===== src/rtl/haraka_pkg.sv =====
// Shared constants, types and the sponge padding helper for the Haraka-S input packer.
package haraka_pkg;

  localparam int RATE_BITS       = 256;
  localparam int BW              = 8;
  localparam int BYTES_PER_BLOCK = RATE_BITS / BW;
  localparam int COUNT_W         = $clog2(BYTES_PER_BLOCK) + 1;

  localparam logic [BW-1:0] PAD_DS  = 8'h1F;
  localparam logic [BW-1:0] PAD_END = 8'h80;

  typedef logic [RATE_BITS-1:0] block_t;
  typedef logic [COUNT_W-1:0]   count_t;

  typedef enum logic [1:0] {
    FILL   = 2'd0,
    HOLD   = 2'd1,
    PADBLK = 2'd2
  } pack_state_t;

  // XOR the domain-separation byte at the first free position and the end byte at
  // the top byte; with count = NB-1 both land on the same byte (0x9F).
  function automatic block_t apply_pad(input block_t blk, input count_t count);
    block_t r;
    r = blk;
    for (int i = 0; i < BYTES_PER_BLOCK; i++) begin
      if (count == count_t'(i)) r[i*BW +: BW] = r[i*BW +: BW] ^ PAD_DS;
    end
    r[RATE_BITS-1 -: BW] = r[RATE_BITS-1 -: BW] ^ PAD_END;
    return r;
  endfunction

endpackage


===== src/rtl/byte_block_packer.sv =====
// Packs an LSB-first byte stream into RATE-bit sponge blocks, pads the final block
// and hands each block downstream over a registered valid/ready interface.
module byte_block_packer
  import haraka_pkg::*;
(
  input  logic               clk,
  input  logic               reset,
  input  logic [BW-1:0]      in_data,
  input  logic               in_valid,
  input  logic               in_last,
  input  logic               in_flush,
  output logic               in_ready,
  output logic [RATE_BITS-1:0] out_word,
  output logic [COUNT_W-1:0] out_count,
  output logic               out_last,
  output logic               out_valid,
  input  logic               out_ready
);

  localparam count_t NB = count_t'(BYTES_PER_BLOCK);

  pack_state_t state, state_next;
  logic        live;
  block_t      acc, acc_next, acc_ins;
  count_t      count, count_next, fill_cnt;
  logic        pad_pending, pad_next;
  block_t      word_next;
  count_t      ocount_next;
  logic        olast_next, ovalid_next;

  // in_ready stays low through reset and rises on the first edge after release.
  assign in_ready = live && (state == FILL);

  // NOTE: sequential state uses non-blocking assignments only, so every flop
  // samples the values from before the edge regardless of statement order.
  always_ff @(posedge clk or negedge reset) begin
    if (!reset) begin
      state       <= FILL;
      live        <= 1'b0;
      // NOTE: the accumulator is reset too, not just the control state: unused
      // bytes of a block must read zero, so an aborted message may leave no residue.
      acc         <= '0;
      count       <= '0;
      pad_pending <= 1'b0;
      out_word    <= '0;
      out_count   <= '0;
      out_last    <= 1'b0;
      out_valid   <= 1'b0;
    end else begin
      state       <= state_next;
      live        <= 1'b1;
      acc         <= acc_next;
      count       <= count_next;
      pad_pending <= pad_next;
      out_word    <= word_next;
      out_count   <= ocount_next;
      out_last    <= olast_next;
      out_valid   <= ovalid_next;
    end
  end

  // Accumulator with the incoming byte dropped into slot 'count'.
  always_comb begin
    acc_ins  = acc;
    fill_cnt = count + count_t'(1);
    for (int i = 0; i < BYTES_PER_BLOCK; i++) begin
      if (count == count_t'(i)) acc_ins[i*BW +: BW] = in_data;
    end
  end

  // NOTE: every signal written here gets its hold value first, so no path can
  // leave one unassigned and infer a latch.
  always_comb begin
    state_next  = state;
    acc_next    = acc;
    count_next  = count;
    pad_next    = pad_pending;
    word_next   = out_word;
    ocount_next = out_count;
    olast_next  = out_last;
    ovalid_next = out_valid;

    unique case (state)
      FILL: begin
        if (in_valid && in_ready) begin
          if (in_last || fill_cnt == NB) begin
            state_next  = HOLD;
            ovalid_next = 1'b1;
            acc_next    = '0;
            count_next  = '0;
            if (fill_cnt == NB) begin
              // A message ending exactly on a block boundary needs a pad-only block next.
              word_next   = acc_ins;
              ocount_next = NB;
              olast_next  = 1'b0;
              pad_next    = in_last;
            end else begin
              word_next   = apply_pad(acc_ins, fill_cnt);
              ocount_next = fill_cnt;
              olast_next  = 1'b1;
            end
          end else begin
            acc_next   = acc_ins;
            count_next = fill_cnt;
          end
        end else if (in_flush && in_ready && count == '0) begin
          state_next  = HOLD;
          ovalid_next = 1'b1;
          word_next   = apply_pad('0, '0);
          ocount_next = '0;
          olast_next  = 1'b1;
        end
      end

      HOLD: begin
        if (out_ready) begin
          ovalid_next = 1'b0;
          state_next  = pad_pending ? PADBLK : FILL;
        end
      end

      PADBLK: begin
        state_next  = HOLD;
        ovalid_next = 1'b1;
        word_next   = apply_pad('0, '0);
        ocount_next = '0;
        olast_next  = 1'b1;
        pad_next    = 1'b0;
      end

      default: state_next = FILL;
    endcase
  end

endmodule


===== config.mk =====
export PLATFORM = sky130hd
export DESIGN_NAME = byte_block_packer
export DESIGN_NICKNAME = d
export VERILOG_FILES = /design/src/rtl/haraka_pkg.sv /design/src/rtl/byte_block_packer.sv
export SDC_FILE = /design/constraint.sdc
export NUM_CORES = 1
export LEC_CHECK = 0
export CAP_MARGIN = 20
export CORE_MARGIN = 3
export CORE_UTILIZATION = 37
export DETAILED_ROUTE_END_ITERATION = 8
export PLACE_DENSITY_LB_ADDON = 0.3
export SYNTH_ARGS = -nofsm -noshare
export SYNTH_HDL_FRONTEND = slang
export SYNTH_SLANG_ARGS = --single-unit

===== constraint.sdc =====
create_clock -name clk -period 7.6 [get_ports clk]
set_clock_uncertainty 0.05 [all_clocks]
set_input_delay 2.28 -clock clk [delete_from_list [all_inputs] [get_ports clk]]
set_output_delay 2.28 -clock clk [all_outputs]
set_load 0.1 [all_outputs]

==> key figures, run 1 <==
Outcome
  • Status: completed

Timing
  • Slew Limit Fails: 0
  • Tightest Pin Transition: 1.16 ns
  • Worst slew margin: 22.2%
  • Setup violations, final: 0
  • Fmax: 199 MHz
  • Total negative slack: 0 ns
  • RSZ-0062 raised after global routing: no
  • Fin. Hold Viols: 0
  • PnR worst setup slack: 2.57 ns
  • Final min period: 5.03 ns
  • Crit share post-route: 66.2%

Global routing
  • All-Layer GR Usage: 21.4%
  • GRT met3 Usage: 3.85%
  • Total gr overflow: 0
  • Global-route wire length before repair: 120 mm
  • Top Usage Layer GRT: met2
  • Vias in the first global route: 19500
  • M1 GR Usage: 28.9%
  • Initial antenna violation count: 1
  • Largest net degree at the start of global routing: 127
  • Met2 GRT Util: 35.5%

Yosys
  • Post-Syn Instances: 2294
  • Yosys cell types: 72
  • Post-Syn Area per Cell: 11.1 um^2
  • Top post-synthesis cells by count: 530 x dfrtp_1, 219 x nand2_1, 209 x mux2i_1
  • Syn Std Cell Area: 25500 um^2
  • Post-synth EDFFs: 0
  • Largest area contributor in the netlist: dfrtp_1
  • Most common cell in the netlist: dfrtp_1
  • Top FF cell, synth: dfrtp_1
  • Syn_nets: 2313
  • Synth top area cells: dfrtp_1 52%, mux2i_1 8.2%, a22o_1 5.4%
  • FF+latch count, synth: 530
  • Synth warn: 0
  • Synth top area share: 52.0%
  • Async set-reset flop share out of synthesis: 100%
  • Sequential cell area fraction in the yosys report: 52.0%

Worst setup path
  • Worst Path Max Fanout: 8
  • Worst Path Required: 5.27 ns
  • Critical path endpoint category: output pin
  • Worst EP arrival: 2.70 ns
  • CP startpoint kind: flip-flop
  • Crit Path Class: reg2out
  • Reg2Reg Setup Slack: 3.16 ns

CTS
  • Setup bufs post-CTS: 0
  • CTS buffer count: 57
  • Root Driver: clkbuf_16
  • Clock buffer depth: 3
  • Reg clk slew, reported paths: 0.06 ns
  • Clock Latency Late Sink: 0.62 ns
  • PostCTS Resize Cnt: 0
  • TritonCTS clock tree: done
  • H-tree depth: 2
  • Clock sinks: 530
  • Post-CTS Hold Buffers: 0

Floorplan
  • Rows: 95
  • Initial Util: 37.7%
  • I/O pin count: 279
  • Die Y: 269 um
  • Die X: 269 um
  • Die area: 72200 um^2
  • Core Area: 67800 um^2

Pwr
  • P_leak: 13.4 nW
  • Comb power frac: 32.5%
  • Clk pwr share: 32.1%
  • Net Switching: 3.56 mW
  • Sw frac: 39.2%
  • Total chip power: 9.08 mW
  • P_int: 5.52 mW
  • PwrDens: 292 nW/um^2
  • Worst VDD drop: 0.261 mV
  • Sequential share of power: 35.4%

Hold path
  • HP Class: reg2reg

Drt
  • DRC Markers: 0
  • Final wirelength: 79.5 mm
  • Post-detailed-route count of antenna-violating nets: 0
  • Wire length per cell: 23.5 um
  • Vias per inst: 5.82
  • Vias: 19700
  • Initial DRT Pass Iterations: 7
  • First-iteration detailed-routing DRC count: 1790

Layout
  • Ant diodes: 0
  • Final design instance area without fill: 31000 um^2
  • Final cell utilization of the core: 45.8%
  • Final nets: 2476
  • Area growth from synthesis to layout: 21.6%
  • Layout cells sized above 1: 11.0%

Placement
  • Placed cell areas: 28900 um^2
  • Dpl hpwl: 51.8 mm
  • Setup WS pre-CTS: 2.02 ns
  • Routability Congestion: 0.816
  • Port bufs: 278

Job
  • Max_cap viols: 0
final cells by class:
cell class	instances	area (um^2)
inverters	21	78.8
fillers	6097	36700
repair buffers	326	3320
flip-flops and latches	530	13300
well taps	873	1090
multi-input cells	1521	11300
clock inverters	34	345
clock buffers	74	1620
power groups by stage:
| stage | sequential [mW] | combinational [mW] | clock, mW |
|---|---|---|---|
| 2_1_floorplan | 3.93 | 1.37 | 0 |
| 3_3_place_gp | 3.25 | 2.81 | 0 |
| 3_5_place_dp | 3.26 | 2.89 | 0 |
| 4_1_cts | 3.21 | 2.90 | 2.98 |
| 5_1_grt | 3.23 | 3.12 | 3.09 |
| 6_report | 3.21 | 2.95 | 2.91 |
logic make-up (layout without fill, tap and decap cells):
family,after synthesis,count (layout),share of synthesized area (%)
and+or+nand+nor,491,491,9.25
other,1,1,0.0147
DFF,530,530,52.0
muxes,317,317,13.0
buffers and inverters,243,455,3.95
adders and majority gates,5,5,0.245
xor gates and xnor gates,73,73,2.50
AOI/OAI and AO/OA,634,634,19.1
worst paths after layout:
| kind | start | endpoint | cells past startpoint |
|---|---|---|---|
| worst max-delay path | state[0] | in_ready | 2 |
| worst min-delay path | acc[196] | acc[196] | 2 |
| worst max register to register | count[1] | out_word[253] | 8 |
| worst min register to register | acc[196] | acc[196] | 2 |
| max in group asynchronous | reset | out_word[86] | 2 |
| min in group asynchronous | reset | out_word[206] | 1 |
per-layer routing:
layer,vias up,share of wire (%)
met5,-,0.016
met4,2,2.8
met1,10100,43
li1,8844,-
met2,632,48
met3,110,6.1
flip-flops by register name, indices dropped and copies added, names as in the netlist:
| name | cells |
|---|---|
| pad_pending | 1 |
| count | 6 |
| live | 1 |
| acc | 256 |
| state | 2 |
| out_valid | 1 |
| out_last | 1 |
| out_count | 6 |
| out_word | 256 |
critical path, cell delays in order, from the launching register on:
cell             delay (ns)
dfrtp_1                0.48
nor3b_2                0.33
clkdlybuf4s50_1        1.27
layout by cell type, fill, tap and decap left out, types with 59 or more instances in the layout:
cell             instances
a22o_1                 157
a32o_1                 102
clkbuf_16               59
clkdlybuf4s50_1        269
dfrtp_1                530
mux2_2                  78
mux2i_1                209
nand2_1                217
nor2_1                  75
o21ai_0                105
o31ai_1                136
or3_1                   80
stage by stage:
step	hold slack, ns	std cells
after floorplan	0.392	2294
after global placement	0.403	3261
after detailed placement	0.413	3264
after CTS	0.427	3372
after global routing	0.443	3379
final	0.424	3379
Power figures use the tool's default switching activity.
==> inputs of run 2 (changes only) <==
==> constraint.sdc (replaced) <==
create_clock -name clk -period 4.12 [get_ports clk]
set_clock_uncertainty 0.05 [all_clocks]
set_input_delay 1.236 -clock clk [delete_from_list [all_inputs] [get_ports clk]]
set_output_delay 1.236 -clock clk [all_outputs]
set_load 0.1 [all_outputs]
==> run 2 against run 1 <==
Combinational power grew 82%. Wire length shrank 0.43%. Power grew 84%. Via count grew 0.29%. Non-clock buffer count grew 27. First-iteration DRC count shrank 1.2%. Register-to-register slack lost 2.6 ns. Sequential share of layout area is essentially flat. Core utilization is essentially flat. Final cell count grew 0.74%. Clock power grew 86%. Global-route usage grew 0.23 points.
==> key figures, run 2 (synthesis gave the netlist of run 1 again) <==
Placement
  • Port bufs: 278 (unchanged)
  • Routability Congestion: 0.860 (+5.4%)
  • Dpl hpwl: 52.9 mm (+2.0%)
  • Setup WS pre-CTS: 0.477 ns (-1.55 ns)

Pwr
  • Clk pwr share: 32.4% (+0.3 points)
  • Net Switching: 6.49 mW (+82%)
  • P_int: 10.2 mW (+85%)
  • Sequential share of power: 35.6% (+0.2 points)
  • P_leak: 13.7 nW (+2.7%)
  • PwrDens: 538 nW/um^2 (+84%)
  • Sw frac: 38.9% (-0.36 points)
  • Comb power frac: 32.1% (-0.4 points)
  • Worst VDD drop: 0.370 mV (+42%)

Timing
  • PnR worst setup slack: 0.597 ns (-1.98 ns)
  • Worst slew margin: 30.9% (+8.7 points)
  • Total negative slack: 0 ns (unchanged)
  • Tightest Pin Transition: 1.04 ns (-0.127 ns)
  • Fmax: 284 MHz
  • Final min period: 3.52 ns
  • Slew Limit Fails: 0 (unchanged)
  • Crit share post-route: 85.5%
  • Fin. Hold Viols: 0 (unchanged)
  • Setup violations, final: 0 (unchanged)
  • RSZ-0062 raised after global routing: no

Floorplan
  • Initial Util: 37.7% (unchanged)
  • I/O pin count: 279 (unchanged)
  • Die X: 269 um (unchanged)
  • Rows: 95 (unchanged)
  • Die Y: 269 um (unchanged)
  • Die area: 72200 um^2 (unchanged)
  • Core Area: 67800 um^2 (unchanged)

Job
  • Max_cap viols: 0 (unchanged)

Worst setup path
  • Critical path's slowest cell: dfrtp_1
  • Worst Path Required: 4.56 ns (-0.71 ns)
  • Worst Path Max Fanout: 89 (+81)
  • CP max stage delay: 0.59 ns (-0.68 ns)
  • Reg-to-Reg End: out_word[213]
  • Register-to-Register Path Depth: 8 (unchanged)
  • Reg2Reg Setup Slack: 0.60 ns (-2.56 ns)
  • Launch point of the worst path: count[1]
  • Crit path cell chain: ha_1 > nand3_1 > xor2_1 > o211ai_1 > buf_4 > a21oi_4 > buf_12 > mux2_2
  • CP startpoint kind: flip-flop
  • Worst r2r src: count[1]
  • Crit Path Class: reg2reg
  • Worst EP arrival: 3.96 ns (+1.26 ns)
  • Critical path endpoint category: flip-flop

CTS
  • Root Driver: clkbuf_16
  • Post-CTS Hold Buffers: 0 (unchanged)
  • CTS buffer count: 58 (+1.8%)
  • Reg clk slew, reported paths: 0.06 ns (about the same)
  • Clock buffer depth: 3 (unchanged)
  • Clock Latency Late Sink: 0.61 ns (about the same)
  • PostCTS Resize Cnt: 0 (unchanged)
  • TritonCTS clock tree: done
  • Clock sinks: 530 (unchanged)
  • Setup bufs post-CTS: 0 (unchanged)
  • H-tree depth: 2 (unchanged)

Layout
  • Layout cells sized above 1: 16.2% (+5.1 points)
  • Ant diodes: 0 (unchanged)
  • Area growth from synthesis to layout: 21.5% (about the same)
  • Largest registers: acc x256, out_word x256
  • Final nets: 2504 (+1.1%)
  • Final cell utilization of the core: 45.8% (about the same)
  • # fillers: 6191 (+1.5%)
  • Most frequent cells in the layout: 530 x dfrtp_1, 217 x nand2_1, 209 x mux2i_1
  • Most common cell after layout, fill and taps aside: dfrtp_1

Global routing
  • Vias in the first global route: 19700 (+1.2%)
  • All-Layer GR Usage: 21.6% (+0.23 points)
  • Initial antenna violation count: 1 (unchanged)
  • Global-route wire length before repair: 121 mm (+1.2%)
  • Total gr overflow: 0 (unchanged)
  • Largest net degree at the start of global routing: 172 (+35%)

Drt
  • Vias: 19700 (+0.29%)
  • Vias per inst: 5.79 (-0.44%)
  • Initial DRT Pass Iterations: 6 (-1)
  • DRC Markers: 0 (unchanged)
  • Final wirelength: 79.2 mm (-0.43%)
  • First-iteration detailed-routing DRC count: 1769 (-1.2%)
  • Wire length per cell: 23.3 um (-1.2%)
  • Post-detailed-route count of antenna-violating nets: 0 (unchanged)

Outcome
  • Status: completed

Hold path
  • Endpoint, Worst Hold: acc[255]
  • Hold path cells: 2 (unchanged)
  • HP Class: reg2reg
  • Hold Crit Start: acc[255]
## run 2: cell count changes in the layout (fill, tap and decap cells not counted), moves of 6 or more
cell,previous run,this run
buf_4,33,169
buf_12,7,20
buf_16,6,0
clkdlybuf4s50_1,269,153
clkinv_2,20,8
clkbuf_1,6,14
## run 2: critical path: cells and delay by family, from the launching register on
kind                       cells  cell delay (ns)
adders and majority gates      1             0.53
muxes                          1             0.41
AOI/OAI and AO/OA              2             0.36
buffers and inverters          2             0.63
and+or+nand+nor                1             0.15
DFF                            1             0.59
xor gates and xnor gates       1             0.50
## run 2: layer usage
layer	vias up	global-route usage [%]	routed length [um]
met2	639	35.1	38000
met3	137	3.89	4700
li1	8888	-	-
met4	2	8.53	2830
met5	-	0	13
met1	10100	28.9	33600
## run 2: layout make-up
cell class	count	area [um^2]	share of cell area (%)
sequential	530	13300	42.8
multi-input combinational	1521	11300	36.5
timing repair buffer	353	3280	10.6
clock buffer	87	1740	5.62
tap	873	1090	3.52
clock inverter	19	240	0.775
inverter	21	78.8	0.254
## run 2: worst max path at each step
stage	end	slack [ns]
finish	out_word[213]	0.60
global route	out_word[46]	0.42
CTS	out_word[73]	0.59
detailed placement	out_word[94]	0.48
global placement	out_word[215]	0.50
floorplan	out_word[196]	0.61
## run 2: power by group through the flow
| stage | registers (mW) | clock network, mW | logic (mW) |
|---|---|---|---|
| 3_5_place_dp | 6.03 | 0 | 5.32 |
| 3_3_place_gp | 6.00 | 0 | 5.23 |
| 4_1_cts | 5.94 | 5.54 | 5.34 |
| 2_1_floorplan | 7.25 | 0 | 2.53 |
| 5_1_grt | 5.99 | 5.74 | 5.68 |
| 6_report | 5.94 | 5.40 | 5.36 |
## run 2: metrics by stage
step	cells	hold WS, ns	power (mW)	cell area, um^2
6_report	3404	0.426	16.7	31000
5_1_grt	3404	0.444	17.4	31000
4_1_cts	3403	0.427	16.8	31000
3_5_place_dp	3297	0.411	11.3	29000
3_3_place_gp	3296	0.404	11.2	29000
2_1_floorplan	2294	0.392	9.77	25500
